**src/rtl/prio_encoder8_hs.sv**
```systemverilog
// Registered priority encoder: captures rising request edges into a pending register
// and retires the selected index one per valid/ready handshake. Define PRIO_ENC_ROUND_ROBIN_EN for rotating priority.
module prio_encoder8_hs #(
  parameter  int N  = 8,
  localparam int CW = $clog2(N)
) (
  input  logic          clk,
  input  logic          rst_n,
  input  logic [N-1:0]  req,
  input  logic          clr,
  input  logic          ready,
  output logic          valid,
  output logic [CW-1:0] code,
  output logic [N-1:0]  pending,
  output logic          overflow
);

  typedef enum logic {IDLE, OFFER} state_t;

  state_t        state_q, state_d;
  logic [N-1:0]  req_q, pending_q, pending_d;
  logic [CW-1:0] code_q, code_d;
  logic          valid_q, valid_d, overflow_q, overflow_d;
  logic [N-1:0]  rise, acc_mask, next_vec;
  logic          accept;
  logic [CW-1:0] start;

  // Descending search from start, wrapping; N is a power of two so CW-bit arithmetic wraps mod N.
  function automatic logic [CW-1:0] pick(input logic [N-1:0] v, input logic [CW-1:0] s);
    logic [CW-1:0] idx, res;
    logic          found;
    res   = '0;
    found = 1'b0;
    for (int k = 0; k < N; k++) begin
      idx = s - CW'(k);
      if (!found && v[idx]) begin
        res   = idx;
        found = 1'b1;
      end
    end
    return res;
  endfunction

`ifdef PRIO_ENC_ROUND_ROBIN_EN
  logic [CW-1:0] last_q, last_d;

  // On accept the just-retired index already counts as "last" for the follow-on pick.
  always_comb begin
    start  = accept ? code_q - CW'(1) : last_q - CW'(1);
    last_d = last_q;
    if (accept) last_d = code_q;
    if (clr)    last_d = '0;
  end

  always_ff @(posedge clk or negedge rst_n)
    if (!rst_n) last_q <= '0;
    else        last_q <= last_d;
`else
  always_comb start = '1;
`endif

  always_comb begin
    rise     = req & ~req_q;
    accept   = (state_q == OFFER) && ready;
    acc_mask = '0;
    if (accept) acc_mask[code_q] = 1'b1;
    next_vec = (pending_q & ~acc_mask) | rise;

    for (int i = 0; i < N; i++) begin
      if (clr)              pending_d[i] = 1'b0;
      else if (rise[i])     pending_d[i] = 1'b1;
      else if (acc_mask[i]) pending_d[i] = 1'b0;
      else                  pending_d[i] = pending_q[i];
    end

    overflow_d = clr ? 1'b0 : (overflow_q | (|(rise & pending_q & ~acc_mask)));

    state_d = state_q;
    valid_d = valid_q;
    code_d  = code_q;
    case (state_q)
      IDLE: if (|pending_q) begin
        code_d  = pick(pending_q, start);
        valid_d = 1'b1;
        state_d = OFFER;
      end
      OFFER: if (ready) begin
        if (|next_vec) begin
          code_d = pick(next_vec, start);
        end else begin
          code_d  = '0;
          valid_d = 1'b0;
          state_d = IDLE;
        end
      end
      default: begin
        state_d = IDLE;
        valid_d = 1'b0;
        code_d  = '0;
      end
    endcase
    if (clr) begin
      state_d = IDLE;
      valid_d = 1'b0;
      code_d  = '0;
    end
  end

  always_ff @(posedge clk or negedge rst_n) begin
    if (!rst_n) begin
      state_q    <= IDLE;
      req_q      <= '0;
      pending_q  <= '0;
      code_q     <= '0;
      valid_q    <= 1'b0;
      overflow_q <= 1'b0;
    end else begin
      state_q    <= state_d;
      req_q      <= req;
      pending_q  <= pending_d;
      code_q     <= code_d;
      valid_q    <= valid_d;
      overflow_q <= overflow_d;
    end
  end

  assign valid    = valid_q;
  assign code     = code_q;
  assign pending  = pending_q;
  assign overflow = overflow_q;

endmodule
```
**config.mk**
```make
export PLATFORM = sky130hd
export DESIGN_NAME = prio_encoder8_hs
export DESIGN_NICKNAME = d
export VERILOG_FILES = /design/src/rtl/prio_encoder8_hs.sv
export SDC_FILE = /design/constraint.sdc
export NUM_CORES = 1
export LEC_CHECK = 0
export CAP_MARGIN = 40
export CELL_PAD_IN_SITES_DETAIL_PLACEMENT = 1
export CELL_PAD_IN_SITES_GLOBAL_PLACEMENT = 1
export CORE_MARGIN = 2
export CORE_UTILIZATION = 36
export DETAILED_ROUTE_END_ITERATION = 10
export PLACE_DENSITY = 0.78
export SLEW_MARGIN = 25
export SYNTH_ARGS = -nofsm -noshare
export SYNTH_HDL_FRONTEND = slang
export SYNTH_SLANG_ARGS = --single-unit
```
**constraint.sdc**
```tcl
create_clock -name clk -period 1.9 [get_ports clk]
set_input_delay 0.38 -clock clk [delete_from_list [all_inputs] [get_ports clk]]
set_output_delay 0.38 -clock clk [all_outputs]
set_load 0.03 [all_outputs]
```
Word level (Yosys, flattened, before mapping):

Cells that the tools add are included.

* word-level logic and storage cells: 178
* input bits: 12
* bits in latches: 0
* RAM bits: 0
* register bits after elaboration: 22
* memories kept: 0
* bits in read-only memories: 0

* multiplexer cells: 108
* multiply operators: 0
* equality and inequality tests: 3
* reduce and logical (&&, ||, !) cells: 43
* magnitude comparators: 2
* add/sub/neg operators: 0
* shifts and indexed selects: 0
* bitwise operators: 9
* div/mod/pow operators: 0

Operators by type and width (count)
* 1-bit two-way mux: 83
* 3-bit two-way mux: 20
* 8-bit bitwise AND: 4
* 3-bit nonzero test: 8
* 8-bit OR reduction: 3
* 1-bit logical AND: 16
* 8-bit inverter: 2
* 1-bit logical NOT: 14
* 3-bit inequality test (second input constant): 3
* 8-bit two-way mux: 1
* 8-bit bitwise OR: 1
* 3-bit one-hot mux with 2 select lines: 1
* 3-bit by 4-bit < comparator with 1-bit output (second input constant): 1
* 1-bit one-hot mux with 2 select lines: 2
* 1-bit demux with 3-bit select: 1
* 3-bit by 1-bit >= comparator with 1-bit output (second input constant): 1
* 3-bit AND reduction: 1
* 2-bit AND reduction: 1
* 1-bit inverter: 1
* 1-bit bitwise OR: 1

Depth between registers and ports, before layout:

* depth after elaboration: 55
* gate-level depth with buffers: 6
* gate-level depth less buffers: 6

Least setup slack after synthesis:

OpenSTA, ideal clock, no wires.

* path type: register to register
* from: register code_q[0], in the netlist code[0]
* to: register valid_q, in the netlist valid
* period minus slack after synthesis: 1832 ps
* data arrival time: 1696 ps
* slack: 68 ps
* stages on the path, launching flop included: 7
* library setup time: 136 ps
* data required time: 1764 ps
* cells stage by stage: dfrtp_1 -> nand3_2 -> o21a_1 -> nor4_4 -> inv_2 -> o41ai_2 -> a21oi_1

* cells in the longest elaborated chain, start to end: 11

Ends and longest elaborated chain
* from (decl): line 22 `logic [CW-1:0] code_q, code_d;`
* from (signal assigned): line 121 `code_q <= code_d;`
* 3-bit by 4-bit < comparator with 1-bit output (implied by the code) / 3-bit by 1-bit >= comparator with 1-bit output (equally long branches): line 66 `if (accept) acc_mask[code_q] = 1'b1;`
* 1-bit logical AND (implied by the code): line 66
* 1-bit two-way mux (implied by the code): line 66
* 1-bit demux with 3-bit select (*): line 66
* 8-bit two-way mux (*): line 66
* 8-bit inverter (*): line 67 `next_vec = (pending_q & ~acc_mask) | rise;`
* 8-bit bitwise AND (*): line 67
* 8-bit bitwise OR (*): line 67
* 8-bit OR reduction (*): line 88 `if (|next_vec) begin`
* 3-bit inequality test (no line) (*)
* 3-bit AND reduction (no line) (*)
* to (signal assigned): line 122 `valid_q <= valid_d;`
* to (decl): line 23 `logic valid_q, valid_d, overflow_q, overflow_d;`

Every way passes the cells marked *; elsewhere a longest branch is shown, timed or not.
A chain may end at the register's enable or synchronous reset.

Final worst setup path:

Same ends and word-level chain as after synthesis.

==> flow_metrics.env <==
export IMPL_fp_coreArea_sq_um=2978
export IMPL_synth_area_mux_share_pct=0
export IMPL_dp_hpwl_mm=2.562
export IMPL_hold_class="in -> async"
export IMPL_overflow=0
export IMPL_clkSinkCount=22
export IMPL_io_buffers=24
export IMPL_rsz0062_at_grt="yes"
export IMPL_fin_crit_sh_pct=102.3
export IMPL_ys_ff_latch=22
export IMPL_power_mw=1.199
export IMPL_n_antenna_cell=0
export IMPL_wl_per_cell_um=16.76
export IMPL_ys_warn_count=0
export IMPL_critPathArrivalTime_ps=2130
export IMPL_finalInstanceArea_sq_um=1599
export IMPL_status="finished, violations left"
export IMPL_synthAdderAreaFrac_pct=0
export IMPL_slew_headroom_pct=74.90
export IMPL_htreeDepth=1
export IMPL_grt_pass1_vias=1243
export IMPL_p_sw_share_pct=33.60
export IMPL_vias=1099
export IMPL_ys_types=35
export IMPL_combPwrFrac_pct=31.8
export IMPL_cap_violations=0
export IMPL_p_leak_nw=0.7159
export IMPL_drtPass1Iterations=4
export IMPL_worst_slew_pin_slew_ps=375.7
export IMPL_drive_gt1_share_pct=23.49
export IMPL_cts_buffer_depth=2
export IMPL_grt_usage_pct=21.42
export IMPL_start_util_pct=36.85
export IMPL_chipHeight_um=59.21
export IMPL_fmax_ghz=0.5147
export IMPL_violations="setup timing"
export IMPL_synth_xor_area_share_pct=0
export IMPL_drc=0
export IMPL_mostFrequentLayoutCells="buf_4 (22), dfrtp_1 (21), nor2_1 (20), clkdlybuf4s50_1 (19), a21oi_1 (9)"
export IMPL_die_w_um=59.21
export IMPL_antenna_found_initial=0
export IMPL_via_per_inst=5.523
export IMPL_cp_max_fo=3
export IMPL_power_internal_uw=796.0
export IMPL_hold_viol=0
export IMPL_min_period_ps=1943
export IMPL_max_vdd_ir_drop_mv=0.3435
export IMPL_start_kind="flop"
export IMPL_synth_compound_area_share_pct=21.21
export IMPL_io_pins=25
export IMPL_cts_tree="done"
export IMPL_final_common_cell="buf_4"
export IMPL_seqPwrFrac_pct=45.9
export IMPL_grt_first_pass_wirelength_mm=5.664
export IMPL_ant_nets=0
export IMPL_p_clk_share_pct=22.3
export IMPL_timing_final_ws_setup_ps=-42.90
export IMPL_end_kind="flop"
export IMPL_synth_top_family_by_area="simple AND/OR/NAND/NOR gates"
export IMPL_final_cells=199
export IMPL_worst_ep_required_time_ps=2090
export IMPL_synth_seq_area_share_pct=50.17
export IMPL_insertion_delay_ps=310
export IMPL_synthSimpleGateAreaFrac_pct=25.54
export IMPL_netlist_instances=119
export IMPL_drv_slew=0
export IMPL_root_buffer="clkbuf_4"
export IMPL_crit_type="reg -> reg"
export IMPL_grt_max_degree=23
export IMPL_gp_congestion=0.8944
export IMPL_rows=20
export IMPL_synth_cell_area_sq_um=1097
export IMPL_routed_wl_mm=3.335
export IMPL_numCtsBuffers=3
export IMPL_skew_ps=10.52
export IMPL_powerDensity_nw_per_um2=749.7
export IMPL_drt_iter0_markers=30
export IMPL_place_inst=194
export IMPL_synthToLayoutAreaGrowth_pct=45.72
export IMPL_p_switching_uw=402.8
export IMPL_syn_area_per_cell_sq_um=9.221
export IMPL_pre_cts_slack_ps=-500.0
export IMPL_postPlaceCellArea_sq_um=1525
export IMPL_syn_nets=131
export IMPL_path_clk_slew_ps=140
export IMPL_fin_tns_setup_ps=-42.90
export IMPL_layout_nets=179
export IMPL_die_area_sq_um=3506
export IMPL_finalSetupViolCount=1
[critical path, stage by stage, from the launching register on]
cell and delay [ps]:
dfrtp_1 420, nand3b_1 250, buf_4 190, o21a_4 200
nor4_4 200, inv_2 80, o41ai_2 370, a21oi_1 120
[synthesized netlist by cell type]
cell,count,share of area (%)
or3_1,1,0.57
o21a_1,2,1.4
and2_1,3,1.7
and2b_2,1,0.80
dfrtp_1,22,50
o31a_1,2,1.6
clkbuf_1,2,0.68
o22ai_1,2,1.1
o41ai_2,1,1.5
o31ai_1,1,0.68
a211oi_1,1,0.68
a21oi_1,9,4.1
o31a_2,2,1.8
nor3_1,2,0.91
nor4_1,1,0.57
nor4_4,1,1.9
nand3_1,4,1.8
o211ai_1,2,1.4
nand2b_1,4,2.3
inv_2,1,0.34
a2111oi_0,1,0.80
nand3_2,1,0.91
nor2_1,21,7.2
o21bai_1,1,0.68
a21boi_0,1,0.68
o21ai_0,6,2.7
nor2b_1,4,2.3
a31oi_1,1,0.57
inv_1,5,1.7
o2111ai_1,1,0.80
nand2_1,9,3.1
nand3b_1,1,0.68
nand4b_1,1,0.80
a22oi_1,1,0.68
buf_1,1,0.34
[cells by family (layout without fill, tap and decap cells)]
group	count (synthesis)	in the layout
AOI/OAI and AO/OA	34	34
and+or+nand+nor	54	54
buffers and inverters	9	56
DFF	22	22
[worst paths after layout]
kind,slack [ps],startpoint,depth (start not counted),endpoint
worst min-delay path,390,rst_n,2,req_q[0]
max in group asynchronous,1250,rst_n,2,code[2]
worst max-delay path,-40,code[0],7,valid
min in group clk,510,req[1],1,req_q[1]
worst min register to register,610,valid,2,valid
worst max register to register,-40,code[0],7,valid
[stage by stage]
stage,hold WS (ps),util [%]
2_1_floorplan,84.41,-
3_3_place_gp,547.6,51.22
3_5_place_dp,576.8,51.22
4_1_cts,406.3,52.52
5_1_grt,424.5,53.70
6_report,393.1,53.70
[repair_timing]
item                       4_1_cts  5_1_grt
hold buffers                     0        0
buffers inserted                 0        1
pin swaps                        1        3
resized for setup                3       12
setup endpoints to repair        7        9
[power by group through the flow]
stage                     combinational (mW)  clock, mW  sequential (mW)
after floorplan                        0.132          0            0.599
final                                  0.381      0.267            0.550
after global routing                   0.413      0.292            0.556
after global placement                 0.360          0            0.553
after CTS                              0.371      0.272            0.547
after detailed placement               0.371          0            0.555
[routing by layer]
metal | GRT usage, % | share of wire [%] | up-vias
met4 | 8.117 | 0.93 | 0
met5 | 0 | 0 | -
met1 | 26.93 | 45 | 553
met2 | 37.36 | 50 | 29
met3 | 2.402 | 3.7 | 4
li1 | - | - | 513
[state kept, by name, summed over array words and instances, names as in the netlist]
| signal | count |
|---|---|
| pending | 8 |
| req_q | 8 |
| code | 3 |
| overflow | 1 |
| state_q | 1 |
| valid | 1 |
[final cells by class]
type / count / area [sq um]
fill: 360 / 1379
sequential: 22 / 551.8
multi-input combinational: 88 / 536.8
timing repair buffer: 46 / 410.4
tap: 33 / 41.29
clock buffer: 4 / 36.28
inverter: 6 / 22.52
(Power assumes the default switching activity.)
